$ cat src/rtl/pc_predict_pkg.sv
// Shared types for the fetch-PC predictor: counter and jump encodings, BTB entry, counter helpers.
package pc_predict_pkg;

  // Entry fields are sized for the widest supported address; narrower configs zero-extend.
  localparam int unsigned BTB_MAX_W = 64;

  typedef enum logic [1:0] {
    SNT = 2'b00,
    WNT = 2'b01,
    WT  = 2'b10,
    ST  = 2'b11
  } ctr_e;

  typedef enum logic [1:0] {
    JMP_NONE = 2'b00,
    JMP_DIR  = 2'b01,
    JMP_REG  = 2'b10,
    JMP_RSV  = 2'b11
  } jump_e;

  typedef struct packed {
    logic                 valid;
    logic [BTB_MAX_W-1:0] tag;
    logic [BTB_MAX_W-1:0] target;
    ctr_e                 ctr;
  } btb_entry_t;

  function automatic ctr_e ctr_inc(input ctr_e c);
    return (c == ST) ? ST : ctr_e'(c + 2'd1);
  endfunction

  function automatic ctr_e ctr_dec(input ctr_e c);
    return (c == SNT) ? SNT : ctr_e'(c - 2'd1);
  endfunction

endpackage

$ cat src/rtl/pc_predict_unit_btb.sv
// Direct-mapped BTB with 2-bit counters: combinational read port, update applied at the clock edge.
module btb_table
  import pc_predict_pkg::*;
#(
  parameter int unsigned ADDR_W = 32,
  parameter int unsigned IDX_W  = 4,
  parameter int unsigned TAG_W  = ADDR_W - IDX_W - 2
) (
  input  logic              clk,
  input  logic              reset,
  input  logic [IDX_W-1:0]  rd_idx_i,
  input  logic [TAG_W-1:0]  rd_tag_i,
  output logic              rd_hit_o,
  output logic [ADDR_W-1:0] rd_target_o,
  output ctr_e              rd_ctr_o,
  input  logic              wr_en_i,
  input  logic [IDX_W-1:0]  wr_idx_i,
  input  logic [TAG_W-1:0]  wr_tag_i,
  input  logic              wr_taken_i,
  input  logic [ADDR_W-1:0] wr_target_i
);

  localparam int unsigned N = 1 << IDX_W;

  btb_entry_t mem_q [N];
  btb_entry_t rd_e;
  btb_entry_t wr_old;
  btb_entry_t wr_new_d;
  logic       wr_hit;
  logic       wr_we_d;

  always_comb begin
    rd_e        = mem_q[rd_idx_i];
    rd_hit_o    = rd_e.valid && (TAG_W'(rd_e.tag) == rd_tag_i);
    rd_target_o = ADDR_W'(rd_e.target);
    rd_ctr_o    = rd_e.ctr;
  end

  always_comb begin
    wr_old   = mem_q[wr_idx_i];
    wr_hit   = wr_old.valid && (TAG_W'(wr_old.tag) == wr_tag_i);
    wr_new_d = wr_old;
    wr_we_d  = 1'b0;
    if (wr_en_i && wr_hit) begin
      wr_we_d         = 1'b1;
      wr_new_d.ctr    = wr_taken_i ? ctr_inc(wr_old.ctr) : ctr_dec(wr_old.ctr);
      wr_new_d.target = BTB_MAX_W'(wr_target_i);
    end else if (wr_en_i && wr_taken_i) begin
      wr_we_d         = 1'b1;
      wr_new_d.valid  = 1'b1;
      wr_new_d.tag    = BTB_MAX_W'(wr_tag_i);
      wr_new_d.target = BTB_MAX_W'(wr_target_i);
      wr_new_d.ctr    = WT;
    end
  end

  // Only valid bits are reset; stale tag/target/ctr are unreachable until reallocated.
  always_ff @(posedge clk) begin
    if (reset) begin
      for (int unsigned i = 0; i < N; i++) mem_q[i].valid <= 1'b0;
    end else if (wr_we_d) begin
      mem_q[wr_idx_i] <= wr_new_d;
    end
  end

endmodule

$ cat src/rtl/pc_predict_unit.sv
// Fetch-PC controller: PC register, ID-stage resolve/redirect, misprediction counter.
// BTB prediction is built only when PC_PREDICT_BTB_EN is defined; otherwise static not-taken.
module pc_predict_unit
  import pc_predict_pkg::*;
#(
  parameter int unsigned       ADDR_W   = 32,
  parameter int unsigned       IDX_W    = 4,
  parameter int unsigned       TAG_W    = ADDR_W - IDX_W - 2,
  parameter int unsigned       CNT_W    = 16,
  parameter logic [ADDR_W-1:0] RESET_PC = ADDR_W'(32'h0040_0000)
) (
  input  logic              clk,
  input  logic              reset,
  input  logic              stall,
  output logic [ADDR_W-1:0] pc,
  output logic [ADDR_W-1:0] PC_next,
  output logic              if_pred_taken,
  input  logic              id_valid,
  input  logic [ADDR_W-1:0] id_pc,
  input  logic              id_pred_taken,
  input  logic [1:0]        Jump,
  input  logic              Branch,
  input  logic              BranchCond,
  input  logic [ADDR_W-1:0] JumpTarget,
  input  logic [ADDR_W-1:0] branchCmpA,
  output logic              IFIDFlush,
  output logic              IDEXFlush,
  output logic [CNT_W-1:0]  mispredict_cnt
);

  logic [ADDR_W-1:0] pc_q, pc_d, tgt, seq_pc;
  logic [CNT_W-1:0]  cnt_q, cnt_d;
  logic              taken, mispredict, pred_taken;
  logic [IDX_W-1:0]  rd_idx, wr_idx;
  logic [TAG_W-1:0]  rd_tag, wr_tag;
  logic              wr_en;

  // pc already holds the successor of the ID instruction, so one compare catches every mispredict.
  always_comb begin
    taken      = (Jump == JMP_DIR) || (Jump == JMP_REG) || (Branch && BranchCond);
    tgt        = (Jump == JMP_REG) ? branchCmpA : (taken ? JumpTarget : id_pc + ADDR_W'(4));
    mispredict = id_valid && !stall && (pc_q != tgt);
  end

  assign rd_idx = pc_q[IDX_W+1:2];
  assign rd_tag = pc_q[IDX_W+2+TAG_W-1:IDX_W+2];
  assign wr_idx = id_pc[IDX_W+1:2];
  assign wr_tag = id_pc[IDX_W+2+TAG_W-1:IDX_W+2];
  assign wr_en  = id_valid && !stall && (Branch || (Jump == JMP_DIR)) && (Jump != JMP_REG);

`ifdef PC_PREDICT_BTB_EN
  logic              btb_hit;
  logic [ADDR_W-1:0] btb_target;
  ctr_e              btb_ctr;

  btb_table #(
    .ADDR_W (ADDR_W),
    .IDX_W  (IDX_W),
    .TAG_W  (TAG_W)
  ) u_btb (
    .clk         (clk),
    .reset       (reset),
    .rd_idx_i    (rd_idx),
    .rd_tag_i    (rd_tag),
    .rd_hit_o    (btb_hit),
    .rd_target_o (btb_target),
    .rd_ctr_o    (btb_ctr),
    .wr_en_i     (wr_en),
    .wr_idx_i    (wr_idx),
    .wr_tag_i    (wr_tag),
    .wr_taken_i  (taken),
    .wr_target_i (JumpTarget)
  );

  assign pred_taken = btb_hit && ((btb_ctr == WT) || (btb_ctr == ST));
  assign seq_pc     = pred_taken ? btb_target : pc_q + ADDR_W'(4);
`else
  logic unused_btb;
  assign unused_btb = ^{rd_idx, rd_tag, wr_idx, wr_tag, wr_en};
  assign pred_taken = 1'b0;
  assign seq_pc     = pc_q + ADDR_W'(4);
`endif

  // The prediction bit travels down the pipe for other consumers; resolution here does not need it.
  logic unused_id_pred;
  assign unused_id_pred = id_pred_taken;

  always_comb begin
    pc_d  = seq_pc;
    cnt_d = cnt_q;
    if (stall)           pc_d = pc_q;
    else if (mispredict) pc_d = tgt;
    if (mispredict)      cnt_d = cnt_q + CNT_W'(1);
  end

  always_ff @(posedge clk) begin
    if (reset) begin
      pc_q  <= RESET_PC;
      cnt_q <= '0;
    end else begin
      pc_q  <= pc_d;
      cnt_q <= cnt_d;
    end
  end

  assign pc             = pc_q;
  assign PC_next        = pc_d;
  assign if_pred_taken  = pred_taken;
  assign IFIDFlush      = mispredict && !reset;
  assign IDEXFlush      = stall && !reset;
  assign mispredict_cnt = cnt_q;

endmodule

$ cat config.mk
export PLATFORM = sky130hd
export DESIGN_NAME = pc_predict_unit
export DESIGN_NICKNAME = d
export VERILOG_FILES = /design/src/rtl/pc_predict_pkg.sv /design/src/rtl/pc_predict_unit_btb.sv /design/src/rtl/pc_predict_unit.sv
export SDC_FILE = /design/constraint.sdc
export NUM_CORES = 1
export LEC_CHECK = 0
export CORE_MARGIN = 8
export CORE_UTILIZATION = 50
export DETAILED_ROUTE_END_ITERATION = 6
export HOLD_SLACK_MARGIN = 0.12
export PLACE_DENSITY = 0.89
export SYNTH_ARGS = -nofsm -noshare
export SYNTH_HDL_FRONTEND = slang
export SYNTH_SLANG_ARGS = --single-unit
$ cat constraint.sdc
create_clock -name clk -period 8.6 [get_ports clk]
set_input_delay 1.29 -clock clk [delete_from_list [all_inputs] [get_ports clk]]
set_output_delay 1.29 -clock clk [all_outputs]
set_load 0.02 [all_outputs]
==> results of run 1 <==
[final timing paths]
check / startpoint / to / depth (start not counted)
worst min-delay path: mispredict_cnt[5]$_SDFFE_PP0P_ / mispredict_cnt[5]$_SDFFE_PP0P_ / 2
worst max-delay path: Jump[0] / PC_next[14] / 13
worst max register to register: pc[6]$_SDFF_PP0_ / mispredict_cnt[4]$_SDFFE_PP0P_ / 13
worst min register to register: mispredict_cnt[5]$_SDFFE_PP0P_ / mispredict_cnt[5]$_SDFFE_PP0P_ / 2
[flip-flops by register name, summed over array words and instances, names as in the netlist]
register,flops
mispredict_cnt,16
pc,32
[logic make-up (layout without fill, tap and decap cells)]
family                     count (synthesis)  in the layout
AOI/OAI and AO/OA                        155            155
xor gates and xnor gates                  72             72
adders and majority gates                  4              4
buffers and inverters                     65            220
DFF                                       48             48
muxes                                     39             39
other                                      1              1
and+or+nand+nor                          316            316
[layer usage]
layer | share of wire (%) | vias up
met5 | 0 | -
met4 | 2.5 | 0
met3 | 9.0 | 37
met2 | 50 | 316
met1 | 39 | 2828
li1 | - | 2885
[Yosys cell counts, drive strengths merged (12+ instances only)]
| cell type | count |
|---|---|
| nand3 | 39 |
| nand2 | 72 |
| o21ai | 35 |
| xnor2 | 36 |
| a211oi | 13 |
| mux2 | 12 |
| inv | 18 |
| or3 | 16 |
| nor3 | 14 |
| nor4 | 18 |
| and3 | 17 |
| nor2 | 54 |
| dfxtp | 48 |
| or4 | 12 |
| buf | 18 |
| mux2i | 27 |
| and2 | 22 |
| xor2 | 36 |
| clkbuf | 29 |
| a21oi | 41 |
| nand4 | 22 |
| o31ai | 16 |
[tightest hold or removal path, cell delays in order, from the launching register on]
cell and delay [ps]:
dfxtp_1 340, o31ai_1 70, a21oi_1 50
[layout by cell type (no fill, tap or decap), types with 4 or more instances in the layout]
master           instances
o31ai_1                 14
a21oi_1                 40
clkbuf_8                 6
o211ai_1                 5
mux2i_1                 27
clkdlybuf4s50_1        185
dfxtp_1                 48
or2_2                    5
nand4_1                 20
nor4_1                  17
inv_1                   18
and4_1                   8
nor2_2                   4
nor2_1                  50
xor2_1                  36
and3_1                  17
buf_4                    9
xnor2_1                 36
o21ai_0                 34
nor3_1                  14
or4_1                   10
nand2_1                 72
or3_1                   16
and2_1                  21
nand3_1                 37
a211oi_1                10
a31oi_1                 10
mux2_2                  12
nor2b_1                  7
[layout make-up]
| cell class | instances | share of cell area, % |
|---|---|---|
| clock buffer | 6 | 1.17 |
| multi-input combinational | 587 | 54.3 |
| tap | 136 | 2.40 |
| clock inverter | 2 | 0.547 |
| sequential | 48 | 13.6 |
| timing repair buffer | 194 | 27.1 |
| inverter | 18 | 0.953 |
[power by group through the flow]
stage / Sequential, mW / Clock [mW] / Combinational [mW]
global placement: 0.259 / 0 / 0.333
CTS: 0.255 / 0.181 / 0.342
finish: 0.256 / 0.182 / 0.345
floorplan: 0.264 / 0 / 0.179
global route: 0.258 / 0.189 / 0.366
detailed placement: 0.260 / 0 / 0.339
==> results.py, run 1 <==
metrics = {
    "outcome": {
        "status": "finished clean",
    },
    "clock_tree": {
        "cts_num_sinks": 48,
        "clk_pin_slew_ps": 100,
        "post_cts_buffers": 0,
        "cts_resized": 0,
        "clockRootBuffer": "clkbuf_8",
        "insertion_delay_ps": 320,
        "cts.path.max_buffers": 2,
        "htree_levels": 2,
        "cts_buffers": 5,
        "postCtsHoldBufs": 0,
        "tritoncts": "done",
    },
    "logic_synthesis": {
        "yosys.cell_types.count": 73,
        "synth_xor_area_share_pct": 12.3,
        "synth_top_area_share_pct": 18.8,
        "synth_edf_count": 0,
        "postSynthAreaPerCell_um2": 7.31,
        "synth_mux_area_share_pct": 7.92,
        "synth_top_area_cell": "dfxtp_1",
        "synth_fa_ha_area_share_pct": 0.978,
        "syn_nets": 809,
        "synth_top_family_by_area": "simple AND/OR/NAND/NOR gates",
        "synth_ff_type": "dfxtp_1",
        "ys_seq_area_share_pct": 18.8,
        "ys_top_cells_by_area": "dfxtp_1 (19%), xnor2_1 (6.2%), xor2_1 (6.2%)",
        "synth-simple-area-share_pct": 33.1,
        "synth_area_um2": 5120,
        "synth_warnings": 0,
        "ys_ff_latch": 48,
        "synth-compound-area-share_pct": 20.7,
        "syn_inst": 700,
        "synthArstFlopShare_pct": 0,
    },
    "worst_setup_path": {
        "crit_slowest_cell": "o311ai_0",
        "worstSetupEndpointType": "primary output",
        "path_class": "input pin to primary output",
        "crit_path_start_kind": "input pin",
        "cp_top_family": "buffers and inverters",
        "worstPathRequired_ps": 7310,
        "crit_arrival_ps": 6670,
        "path_cells": "clkdlybuf4s50_1 -> inv_1 -> ha_2 -> inv_1 -> nand2_1 -> o311ai_0 -> xnor2_1 -> nand4_1 -> or4b_1 -> o31ai_4 -> buf_4 -> mux2i_1 -> clkdlybuf4s50_1",
        "regToRegSetupSlack_ps": 5240,
        "worst-path-buf-inv": 5,
        "cp_max_fo": 28,
        "cpPeakStageDelay_ps": 880,
    },
    "grt": {
        "busiest_layer": "met2",
        "grt_max_degree": 62,
        "grt_pass1_vias": 5787,
        "grtUsageTotal_pct": 27.1,
        "use_met2_pct": 48.2,
        "antenna_found_initial": 0,
        "grt_util_met3_pct": 5.90,
        "use_met1_pct": 31.2,
        "grt_pass1_wl_um": 29300,
        "grt_overflow": 0,
    },
    "timing": {
        "fin_crit_ps": 7960,
        "tns_ps": 0,
        "period_share_pct": 92.5,
        "holdWs_ps": 499,
        "hold_viol": 0,
        "slew_headroom_pct": 44.6,
        "layout_setup_ws_ps": 641,
        "rsz0062_at_grt": "no",
        "fmax_mhz": 126,
        "setup_viol": 0,
        "maxSlewViolCount": 0,
        "skew_ps": 11.8,
        "worst_pin_slew_ps": 821,
    },
    "floorplan": {
        "die_h_um": 117,
        "dieArea_um2": 13700,
        "core_area_um2": 10100,
        "rows": 37,
        "pin_count": 188,
        "start_util_pct": 50.5,
        "die_w_um": 117,
    },
    "power": {
        "pwr-share-comb_pct": 44.1,
        "p_int_uw": 492,
        "p_seq_share_pct": 32.7,
        "clockPowerShare_pct": 23.2,
        "p_per_area_nw_per_um2": 111,
        "switching_share_pct": 37.2,
        "switching_power_uw": 291,
        "power.total_uw": 783,
        "peakVddDrop_mv": 0.0899,
        "p_leak_nw": 2.59,
    },
    "finish": {
        "post-route-util_pct": 69.9,
        "seq_area_um2": 961,
        "insertedDiodeCount": 0,
        "design_area_um2": 7090,
        "finalNonFillerCells": 991,
        "multi_input_area_um2": 3850,
        "drive_gt1_share_pct": 7.02,
        "final_nets": 963,
        "area_delta_synth_final_pct": 38.4,
        "fillers": 793,
    },
    "routing": {
        "vias": 6066,
        "drc": 0,
        "routed_wl_um": 19400,
        "drtIter0Drc": 615,
        "antenna_left": 0,
        "post_drt_wl_per_cell_um": 19.6,
        "vias_per_cell": 6.12,
        "dr.pass1.iters": 5,
    },
    "min_path": {
        "min_path_type": "flip-flop to flip-flop",
    },
    "placement": {
        "post-place-ws_ps": 778,
        "numPortBuffers": 185,
        "dp_cells": 983,
        "place_congestion": 0.948,
        "dpl_cell_area_um2": 6970,
        "hpwlAfterDp_um": 15200,
    },
    "flow_run": {
        "drv_cap": 0,
    },
}
No activity file was read; power rests on OpenSTA's default activity.
==> run 2: changes to the inputs <==
--- a/config.mk
+++ b/config.mk
@@ -10,6 +10,7 @@
 export DETAILED_ROUTE_END_ITERATION = 6
 export HOLD_SLACK_MARGIN = 0.12
 export PLACE_DENSITY = 0.89
+export SETUP_SLACK_MARGIN = 0.3
 export SYNTH_ARGS = -nofsm -noshare
 export SYNTH_HDL_FRONTEND = slang
 export SYNTH_SLANG_ARGS = --single-unit
==> results of run 2 <==
Same layout as run 1: the final DEF is identical, and so are final timing and power.
==> run 3: changes to the inputs <==
--- a/config.mk
+++ b/config.mk
@@ -6,11 +6,12 @@
 export NUM_CORES = 1
 export LEC_CHECK = 0
 export CORE_MARGIN = 8
-export CORE_UTILIZATION = 50
+export CORE_UTILIZATION = 42
 export DETAILED_ROUTE_END_ITERATION = 6
 export HOLD_SLACK_MARGIN = 0.12
-export PLACE_DENSITY = 0.89
+export PLACE_DENSITY = 0.79
 export SETUP_SLACK_MARGIN = 0.3
+export SLEW_MARGIN = 20
 export SYNTH_ARGS = -nofsm -noshare
 export SYNTH_HDL_FRONTEND = slang
 export SYNTH_SLANG_ARGS = --single-unit
==> constraint.sdc (replaced) <==
create_clock -name clk -period 6.9 [get_ports clk]
set_input_delay 1.035 -clock clk [delete_from_list [all_inputs] [get_ports clk]]
set_output_delay 1.035 -clock clk [all_outputs]
set_load 0.02 [all_outputs]
==> results.py, run 3 (synthesis results as in run 1) <==
metrics = {
    "timing": {
        "period_share_pct": 95.2,
        "hold_viol": 0,
        "holdWs_ps": 495,
        "fmax_mhz": 152,
        "tns_ps": 0,
        "worst_pin_slew_ps": 745,
        "skew_ps": 7.61,
        "fin_crit_ps": 6570,
        "maxSlewViolCount": 0,
        "setup_viol": 0,
        "slew_headroom_pct": 49.7,
        "rsz0062_at_grt": "yes",
    },
    "floorplan": {
        "core_area_um2": 12000,
        "dieArea_um2": 16000,
        "pin_count": 188,
        "rows": 40,
        "die_h_um": 126,
        "start_util_pct": 42.8,
        "die_w_um": 126,
    },
    "grt": {
        "grtUsageTotal_pct": 22.9,
        "grt_overflow": 0,
        "antenna_found_initial": 0,
        "grt_pass1_vias": 5820,
        "grt_pass1_wl_um": 30200,
        "grt_max_degree": 38,
    },
    "finish": {
        "layout_commonest_cell": "clkdlybuf4s50_1",
        "largest_register_ffs": 32,
        "design_area_um2": 7390,
        "insertedDiodeCount": 0,
        "final_nets": 985,
        "fillers": 1056,
        "area_delta_synth_final_pct": 44.3,
        "drive_gt1_share_pct": 9.92,
        "layout_common_cells": "clkdlybuf4s50_1 (161), nand2_1 (72), nor2_1 (49), dfxtp_1 (48), a21oi_1 (40)",
    },
    "power": {
        "p_leak_nw": 2.98,
        "p_per_area_nw_per_um2": 140,
        "peakVddDrop_mv": 0.106,
    },
    "worst_setup_path": {
        "worstSetupEndpointType": "primary output",
        "worstPathRequired_ps": 5860,
        "crit_slowest_cell": "clkdlybuf4s50_1",
        "crit_arrival_ps": 5530,
        "path_cells": "clkdlybuf4s50_1 -> ha_2 -> nand3_2 -> or4_4 -> or3_1 -> a31o_2 -> xnor2_1 -> a211oi_1 -> or4b_4 -> buf_4 -> nor2_1 -> buf_4 -> mux2_2 -> nand3_1 -> clkdlybuf4s50_1",
        "cpPeakStageDelay_ps": 610,
        "path_class": "input pin to primary output",
        "crit_path_start_kind": "input pin",
        "cp_top_family": "simple AND/OR/NAND/NOR gates",
        "cp_max_fo": 7,
        "worst-path-buf-inv": 4,
    },
    "clock_tree": {
        "tritoncts": "done",
        "insertion_delay_ps": 290,
        "cts_num_sinks": 48,
        "cts_buffers": 5,
        "htree_levels": 2,
        "clockRootBuffer": "clkbuf_16",
        "cts.path.max_buffers": 2,
        "clk_pin_slew_ps": 60,
    },
    "flow_run": {
        "drv_cap": 0,
    },
    "min_path": {
        "min_path_type": "flip-flop to flip-flop",
    },
    "routing": {
        "vias_per_cell": 5.87,
        "vias": 6009,
        "post_drt_wl_per_cell_um": 18.7,
        "drtIter0Drc": 628,
        "dr.pass1.iters": 5,
        "antenna_left": 0,
        "routed_wl_um": 19200,
        "drc": 0,
    },
    "placement": {
        "hpwlAfterDp_um": 15200,
        "place_congestion": 0.979,
        "dpl_cell_area_um2": 7110,
        "numPortBuffers": 185,
    },
    "outcome": {
        "status": "finished clean",
    },
}
run 3: repair_timing:
action,in CTS,in global routing
endpoints found under the hold margin,0,0
setup endpoints to repair,31,28
hold buffers,0,0
pin swaps,2,0
buffers inserted,4,1
cloned,0,1
resized for setup,9,21
run 3: final timing paths:
check | from | end | slack [ps] | cells past startpoint
worst min register to register | mispredict_cnt[5]$_SDFFE_PP0P_ | mispredict_cnt[5]$_SDFFE_PP0P_ | 490 | 2
worst max-delay path | id_pc[2] | PC_next[26] | 330 | 15
worst max register to register | pc[6]$_SDFF_PP0_ | pc[14]$_SDFF_PP0_ | 3660 | 13
worst min-delay path | mispredict_cnt[5]$_SDFFE_PP0P_ | mispredict_cnt[5]$_SDFFE_PP0P_ | 490 | 2
run 3: routing by layer:
metal | vias up | GRT usage, % | wire [µm]
met2 | 239 | 39.5 | 9290
li1 | 2926 | - | -
met4 | 0 | 6.16 | 374
met5 | - | 0 | 0
met3 | 24 | 6.28 | 1660
met1 | 2820 | 27.3 | 7860
run 3: worst register-to-register path, cell delays in order, from the launching register on:
cell       delay, ps
dfxtp_1          540
xnor2_1          160
o221ai_1         130
a221oi_1         260
a41oi_1           70
a311oi_1         300
nand3_1          110
nand4b_1         230
buf_4            230
o31ai_4          290
buf_4            180
clkbuf_16        180
mux2i_1          330
and2_1           170
run 3: where the power goes:
part,leakage (nW),switching [mW],internal (mW)
logic,2.51,0.225,0.208
clock network,0.0808,0.109,0.171
registers,0.392,0.0282,0.291
total,2.98,0.362,0.670
run 3: per-stage QoR:
step,instances,power [mW],setup slack [ps],util (%)
CTS,1022,1.03,301,61.0
detailed placement,1010,0.753,158,59.5
finish,1024,1.03,333,61.8
global placement,1010,0.750,217,59.5
floorplan,700,0.552,1250,-
global route,1024,1.09,207,61.8
run 3: area by class of cell:
type,instances,area (µm²),area share (%)
Clock buffer,6,129,1.74
Clock inverter,2,35.0,0.474
Inverter,18,67.6,0.914
Multi-Input combinational cell,587,3870,52.3
Sequential cell,48,961,13.0
Tap cell,147,184,2.49
Timing Repair Buffer,216,2140,29.0
